### src/rtl/reimu_shot_scheduler.sv
// Player shot scheduler: cooldown-limited round-robin launch into four bullet slots, plus round-robin hit arbitration.
// Latency: launch one cycle after the deciding edge; hit ack/damage one cycle after the sampled request.
// Backpressure: no launch while every slot is busy; hit requests are held by the slots until acked, one ack per cycle.
module reimu_shot_scheduler #(
  parameter int COOLDOWN = 8
) (
  input  logic        clk_22,
  input  logic        rst,
  input  logic        shoot,
  input  logic        reimuE,
  input  logic [9:0]  reimux,
  input  logic [9:0]  reimuy,
  input  logic [3:0]  slot_busy,
  input  logic [3:0]  hit_req,
  input  logic [11:0] hit_tgt,
  output logic [3:0]  launch,
  output logic [9:0]  launch_x,
  output logic [9:0]  launch_y,
  output logic [3:0]  hit_ack,
  output logic        dmg_valid,
  output logic [2:0]  dmg_tgt,
  output logic [15:0] shots_fired
);

  // Cooldown counter is just wide enough to hold COOLDOWN-1 (at least one bit).
  localparam int CW = (COOLDOWN > 1) ? $clog2(COOLDOWN) : 1;
  localparam logic [CW-1:0] CNT_LOAD = CW'(COOLDOWN - 1);
  localparam logic [CW-1:0] CNT_ONE  = CW'(1);

  typedef enum logic [1:0] {
    DISABLED = 2'd0,
    READY    = 2'd1,
    COOL     = 2'd2
  } fire_state_t;

  fire_state_t    state;
  logic [CW-1:0]  cnt;
  logic [1:0]     lp;
  logic [1:0]     hp;

  logic [3:0]     free_mask;
  logic [1:0]     launch_pick;
  logic [3:0]     hit_mask;
  logic [1:0]     hit_pick;
  logic [2:0]     hit_code;

  // Round-robin search: first set bit of req starting at ptr and wrapping.
  // Scanning the farthest offset first lets the nearest one win.
  function automatic logic [1:0] rr_pick(input logic [3:0] req, input logic [1:0] ptr);
    logic [1:0] pick;
    logic [1:0] idx;
    pick = ptr;
    for (int k = 3; k >= 0; k--) begin
      idx = ptr + 2'(k);
      if (req[idx]) pick = idx;
    end
    return pick;
  endfunction

  // Candidate slot for a launch and candidate requester for a hit grant.
  // A slot acked this cycle is masked so its still-held request is not granted twice.
  always_comb begin
    free_mask   = ~slot_busy;
    launch_pick = rr_pick(free_mask, lp);
    hit_mask    = hit_req & ~hit_ack;
    hit_pick    = rr_pick(hit_mask, hp);
    case (hit_pick)
      2'd0:    hit_code = hit_tgt[2:0];
      2'd1:    hit_code = hit_tgt[5:3];
      2'd2:    hit_code = hit_tgt[8:6];
      default: hit_code = hit_tgt[11:9];
    endcase
  end

  // Fire FSM: enable tracking, cooldown, round-robin launch and shot counting.
  always_ff @(posedge clk_22) begin
    if (rst) begin
      state       <= DISABLED;
      cnt         <= '0;
      lp          <= 2'd0;
      launch      <= 4'd0;
      launch_x    <= 10'd0;
      launch_y    <= 10'd0;
      shots_fired <= 16'd0;
    end else begin
      launch <= 4'd0;
      if (!reimuE) begin
        // Losing the player abandons any cooldown in progress.
        state <= DISABLED;
        cnt   <= '0;
      end else begin
        case (state)
          DISABLED: begin
            state <= READY;
          end
          READY: begin
            if (shoot && (slot_busy != 4'hF)) begin
              launch   <= 4'b0001 << launch_pick;
              launch_x <= reimux;
              launch_y <= reimuy;
              lp       <= launch_pick + 2'd1;
              if (shots_fired != 16'hFFFF) shots_fired <= shots_fired + 16'd1;
              state    <= COOL;
              cnt      <= CNT_LOAD;
            end
          end
          COOL: begin
            if (cnt == '0) state <= READY;
            else           cnt   <= cnt - CNT_ONE;
          end
          default: begin
            state <= DISABLED;
            cnt   <= '0;
          end
        endcase
      end
    end
  end

  // Hit arbiter: one grant per cycle, independent of the fire FSM.
  // Invalid target codes are acked to free the slot but raise no damage; dmg_tgt keeps its last value.
  always_ff @(posedge clk_22) begin
    if (rst) begin
      hp        <= 2'd0;
      hit_ack   <= 4'd0;
      dmg_valid <= 1'b0;
      dmg_tgt   <= 3'd0;
    end else if (hit_mask != 4'd0) begin
      hit_ack <= 4'b0001 << hit_pick;
      hp      <= hit_pick + 2'd1;
      if (hit_code <= 3'd4) begin
        dmg_valid <= 1'b1;
        dmg_tgt   <= hit_code;
      end else begin
        dmg_valid <= 1'b0;
      end
    end else begin
      hit_ack   <= 4'd0;
      dmg_valid <= 1'b0;
    end
  end

endmodule

### config.mk
export PLATFORM = sky130hd
export DESIGN_NAME = reimu_shot_scheduler
export DESIGN_NICKNAME = d
export VERILOG_FILES = /design/src/rtl/reimu_shot_scheduler.sv
export SDC_FILE = /design/constraint.sdc
export NUM_CORES = 1
export LEC_CHECK = 0
export BUFFER_PORTS_ARGS = -buffer_cell sky130_fd_sc_hd__buf_2
export CAP_MARGIN = 5
export CORE_ASPECT_RATIO = 1.75
export CORE_MARGIN = 3
export CORE_UTILIZATION = 35
export CTS_CLUSTER_DIAMETER = 50
export DETAILED_ROUTE_END_ITERATION = 16
export PLACE_DENSITY_LB_ADDON = 0.2
export SYNTH_ARGS = -nofsm -noshare
export SYNTH_HDL_FRONTEND = slang
export SYNTH_SLANG_ARGS = --single-unit
export TNS_END_PERCENT = 50
### constraint.sdc
create_clock -name clk_22 -period 3.4 [get_ports clk_22]
set_input_delay 0.34 -clock clk_22 [delete_from_list [all_inputs] [get_ports clk_22]]
set_output_delay 0.34 -clock clk_22 [all_outputs]
set_load 0.05 [all_outputs]
Yosys cells after proc, flatten, opt, wreduce, memory -nomap -nowiden
Index checks and enable logic that the tools add are counted.
{"block": "totals", "regBits": 57, "out_inout_bits": 48}
{"block": "op_classes", "add_sub_neg": 10, "order_cmp": 9, "n_eq_ne": 9, "shift": 2, "mux": 32, "bitwise": 8, "reduce_logical": 13}
{"op": "2-bit by 3-bit less-than comparator with 1-bit output (second input constant)", "n": 8}
{"op": "2-bit 2-to-1 mux", "n": 10}
{"op": "3-bit case mux with 3 select lines", "n": 2}
{"op": "16-bit by 1-bit adder with 16-bit output (second input constant)", "n": 1}
{"op": "1-bit binary-select mux with 2-bit select", "n": 8}
{"op": "16-bit inequality test (second input constant)", "n": 1}
{"op": "1-bit 2-to-1 mux", "n": 9}
{"op": "2-bit by 1-bit adder with 2-bit output (second input constant)", "n": 4}
{"op": "2-bit adder (second input constant)", "n": 4}
{"op": "4-bit NOT", "n": 2}
{"op": "1-bit by 2-bit left shift with 4-bit output (first input constant)", "n": 2}
{"op": "3-bit 2-to-1 mux", "n": 2}
{"op": "2-bit inequality test (second input constant)", "n": 3}
{"op": "2-bit case mux with 3 select lines", "n": 1}
{"op": "3-bit AND reduction", "n": 2}
{"op": "1-bit NOT", "n": 5}
{"op": "4-bit AND", "n": 1}
{"op": "2-bit by 1-bit equality test with 1-bit output (second input constant)", "n": 2}
{"op": "2-bit equality test (second input constant)", "n": 2}
{"op": "2-bit zero test", "n": 2}
{"op": "4-bit inequality test (second input constant)", "n": 1}
{"op": "2-bit AND reduction", "n": 2}
{"op": "4-bit AND reduction", "n": 1}
{"op": "4-bit nonzero test", "n": 1}
{"op": "6 further kinds", "n": 7}

Logic depth before layout (Yosys ltp)
{"block": "logic_depth", "depth_word": 12, "mapped_depth": 11, "mapped_depth_nobuf": 11}

Worst setup path before layout
No wires, ideal clock.
{"block": "synth_path", "kind": "reg2reg", "from": "register hit_ack[2]", "to": "register dmg_tgt[0]", "setup_time_ps": 95, "t_arrival_ps": 2632, "t_required_ps": 3305, "slack_ps": 672, "stages_incl_launch_ff": 11, "path_buffers": 0, "synth_period_minus_slack_ps": 2728, "cell_sequence": "dfxtp_1 > nand2b_1 > nand2_1 > o2bb2ai_1 > a221oi_2 > inv_2 > ha_1 > a222oi_1 > and2_1 > o21ai_0 > a221oi_1"}
{"block": "synth_via", "elab_chain_cells": 12, "elab_cells_between_ends": 21, "classes_between": "1 x order compare; 2 x eq/ne; 13 x mux; 2 x bitwise; 3 x reduce/logical"}
{"item": "start, declared", "line": "19", "source": "output logic [3:0] hit_ack,"}
{"item": "start signal, assigned", "line": "129", "source": "hit_ack <= 4'b0001 << hit_pick;"}
{"item": "4-bit NOT *", "line": "65", "source": "hit_mask = hit_req & ~hit_ack;"}
{"item": "4-bit AND *", "line": "65"}
{"item": "1-bit binary-select mux with 2-bit select", "line": "55", "source": "if (req[idx]) pick = idx;"}
{"item": "1-bit 2-to-1 mux (implied by the code)", "line": "55"}
{"item": "2-bit 2-to-1 mux (3 in series)", "line": "55"}
{"item": "2-bit 2-to-1 mux *", "line": "55"}
{"item": "via hit_pick[0]", "line": "44", "source": "logic [1:0] hit_pick;"}
{"item": "2-bit equality test (tied with other cells)", "line": "67", "source": "case (hit_pick)"}
{"item": "3-bit case mux with 3 select lines *", "line": "67"}
{"item": "3-bit less-or-equal comparator", "line": "131", "source": "if (hit_code <= 3'd4) begin"}
{"item": "2-bit AND reduction (no line)"}
{"item": "end signal, assigned", "line": "133", "source": "dmg_tgt <= hit_code;"}
{"item": "end, declared", "line": "21", "source": "output logic [2:0] dmg_tgt,"}
The timed path passes the listed nets; every way through them passes the cells marked *. The select of a mux whose other input is x is not followed.
A chain may end at the register's enable or synchronous reset.

Worst setup path in the final report
{"block": "layout_path", "from": "register hit_ack[3]", "to": "register dmg_tgt[1]"}
Same word-level chain as after synthesis.

==> flow_metrics.py <==
metrics = {
    "timing": {
        "min_period_ns": 2.69,
        "fin_setup_tns_ns": 0,
        "setup_viol": 0,
        "holdWs_ns": 0.251,
        "max_freq_mhz": 371,
        "finClkSkew_ns": 0.00727,
        "slew_violations": 0,
        "worst_pin_slew_ns": 0.915,
        "finalWorstSetupSlack_ns": 0.708,
        "finalHoldViolations": 0,
        "rsz0062_at_grt": "no",
        "period_share_pct": 79.2,
        "slew_headroom_pct": 39.0,
    },
    "setup_path": {
        "crit_top_cell": "o21ai_0",
        "crit_type": "register to register",
        "worst-path-stages": 10,
        "cp.required_ns": 3.62,
        "cp-start-kind": "register",
        "timing.rr.start": "hit_ack[3]$_SDFF_PP0_",
        "slowest_stage": "a221oi_2",
        "crit_end": "dmg_tgt[1]$_SDFFE_PP0P_",
        "path_max_fanout": 6,
        "cp_cell_sequence": "nand2b_1, nand2_1, o21ai_0, a221oi_2, inv_2, ha_1, a222oi_1, and2_1, o21ai_0, a221oi_1",
        "rrSetupSlack_ns": 0.71,
        "r2r-end": "dmg_tgt[1]$_SDFFE_PP0P_",
        "path_buf_inv": 1,
        "crit_start": "hit_ack[3]$_SDFF_PP0_",
        "worstSetupEndpointType": "register",
        "ff2ff_path_depth": 10,
        "critPathArrivalTime_ns": 2.91,
        "critPathMaxStageDelay_ns": 0.51,
        "path_delay_family": "compound AO/OA/AOI/OAI gates",
    },
    "floorplanning": {
        "fp.dieH_um": 123,
        "boundaryPins": 92,
        "core_area_mm2": 0.00757,
        "die_x_um": 72.8,
        "rows": 42,
        "start_util_pct": 36.1,
        "die_area_mm2": 0.00894,
    },
    "global_route": {
        "grt_pass1_vias": 2460,
        "antenna_found_initial": 0,
        "grt.total_usage_pct": 16.2,
        "grt_max_degree": 51,
        "grt_pass1_wl_um": 11300,
        "gr-total-overflow": 0,
    },
    "finish": {
        "fillCellCount": 809,
        "layout_commonest_cell": "buf_2",
        "multi_input_area_mm2": 0.00148,
        "drive_above_1_share_pct": 27.1,
        "seqCellArea_mm2": 0.00114,
        "area_growth_pct": 29.5,
        "antennaDiodeCount": 0,
        "mostFrequentLayoutCells": "buf_2, dfxtp_1, nand2_1",
        "final_nets": 474,
    },
    "routing": {
        "ant_nets": 0,
        "drc_errors": 0,
        "drt_iter0_drc": 103,
        "wl_um": 6900,
        "vias": 2581,
        "routedWlPerCell_um": 13.5,
        "via_per_inst": 5.04,
        "dr.pass1.iters": 4,
    },
    "yosys": {
        "avgSynthCellArea_um2": 8.32,
        "ys_warn_count": 0,
        "netlist_area_mm2": 0.00273,
        "yosys.area.top_type": "dfxtp_1",
        "netlist_instances": 328,
        "synth_edf_count": 0,
        "synth_fp_nets": 383,
        "ys_ff_latch": 57,
        "synth_ff_type": "dfxtp_1",
        "async_reset_ff_share_pct": 0,
        "yosys-top-cells-area": "dfxtp_1, nand2_1, a21oi_1, ha_1, xnor2_1",
        "synth.top_cell.area_share_pct": 41.8,
        "seq_area_frac_synth_pct": 41.8,
        "yosysUniqueCellTypes": 47,
    },
    "clocking": {
        "numCtsBuffers": 9,
        "clock_path_buffers": 2,
        "insertion_delay_ns": 0.32,
        "cts_tree": "built",
        "clkSinkCount": 57,
        "cts_max_level": 3,
        "postCtsSetupRepairBufs": 0,
        "path_clk_slew_ns": 0.05,
        "root_buffer": "clkbuf_16",
        "cts_resized": 0,
        "hold_buffers": 0,
    },
    "power_and_ir_drop": {
        "comb_power_share_pct": 25.3,
        "p_int_w": 0.00143,
        "switching_share_pct": 31.8,
        "p_leak_nw": 1.50,
        "total_power_w": 0.00210,
        "clkPwrFrac_pct": 38.8,
        "power_switching_w": 0.000668,
        "irDropWorstVdd_mv": 0.257,
        "power_frac_seq_pct": 35.9,
        "p_per_area_mw_per_mm2": 594,
    },
    "place": {
        "portBuffers": 91,
        "pre_cts_ws_ns": 0.610,
        "dp_hpwl_um": 5050,
        "place_congestion": 0.763,
    },
    "job": {
        "cap_violations": 0,
    },
    "worst_hold_path": {
        "hold_class": "primary input to register",
        "hp-start": "reimuy[0]",
    },
    "status": {
        "status": "complete, no violations",
    },
}
## routing by layer
metal | GRT usage [%] | part of all wire [%] | vias to the layer above
met2 | 28.3 | 54 | 57
met4 | 7.51 | 1.8 | 0
met1 | 17.4 | 39 | 1191
met3 | 5.25 | 4.8 | 8
met5 | 0 | 0 | -
li1 | - | - | 1325
## worst reg2reg max path: cells and delay by family, from the launching register on
family / cells / cell delay [ns]
AOI/OAI and AO/OA: 5 / 1.44
adders and majority gates: 1 / 0.25
buffers and inverters: 1 / 0.12
DFF: 1 / 0.30
and+or+nand+nor: 3 / 0.49
## metrics by stage
| step | instance area, um^2 | utilization [%] | cells |
|---|---|---|---|
| 3_3_place_gp | 3260 | 43.1 | 496 |
| 5_1_grt | 3530 | 46.7 | 512 |
| 6_report | 3530 | 46.7 | 512 |
| 2_1_floorplan | 2730 | - | 328 |
| 3_5_place_dp | 3260 | 43.1 | 496 |
| 4_1_cts | 3530 | 46.7 | 512 |
## registers in the layout (all words and copies together), names as in the netlist
register,flops
launch_x,10
hp,2
state,2
shots_fired,16
dmg_tgt,3
dmg_valid,1
hit_ack,4
cnt,3
launch,4
launch_y,10
lp,2
## logic make-up after synthesis
kind of cell / share of synthesized area (%)
xor gates and xnor gates: 4.81
muxes: 0.733
AOI/OAI and AO/OA: 16.0
adders and majority gates: 5.04
buffers and inverters: 3.99
and+or+nand+nor: 27.6
DFF: 41.8
## cells in the mapped netlist (4+ instances only)
library cell / number
a211oi_1: 4
ha_1: 11
o21ai_0: 10
inv_1: 14
clkbuf_1: 10
xnor2_1: 15
a21oi_1: 30
nor3_1: 7
nor2b_1: 4
dfxtp_1: 57
nor4_1: 5
nand2b_1: 10
nand3_1: 7
nand2_1: 55
and3_1: 4
nor2_1: 33
nand4_1: 6
## layout make-up
type / count / share of cell area, %
inverter: 15 / 1.59
clock buffer: 14 / 7.47
timing repair buffer: 93 / 13.3
tap: 88 / 3.12
sequential: 57 / 32.3
multi-input combinational: 243 / 41.9
clock inverter: 2 / 0.354
## power groups by stage
stage	combinational (W)	clock, W	sequential (W)
after floorplan	0.000288	0	0.000885
after global placement	0.000529	0	0.000766
after detailed placement	0.000533	0	0.000767
after CTS	0.000536	0.000840	0.000754
after global routing	0.000604	0.000872	0.000761
final	0.000532	0.000814	0.000754
## worst min-delay path by stage
stage                               endpoint  slack (ns)  cells after the start
floorplan                cnt[1]$_SDFFE_PP0P_        0.45                      2
finish              launch_y[0]$_SDFFE_PP0P_        0.25                      3
global placement     dmg_tgt[2]$_SDFFE_PP0P_        0.43                      2
detailed placement   dmg_tgt[2]$_SDFFE_PP0P_        0.43                      2
CTS                 launch_y[0]$_SDFFE_PP0P_        0.24                      3
global route        launch_y[5]$_SDFFE_PP0P_        0.25                      3
Power figures use the tool's default switching activity.
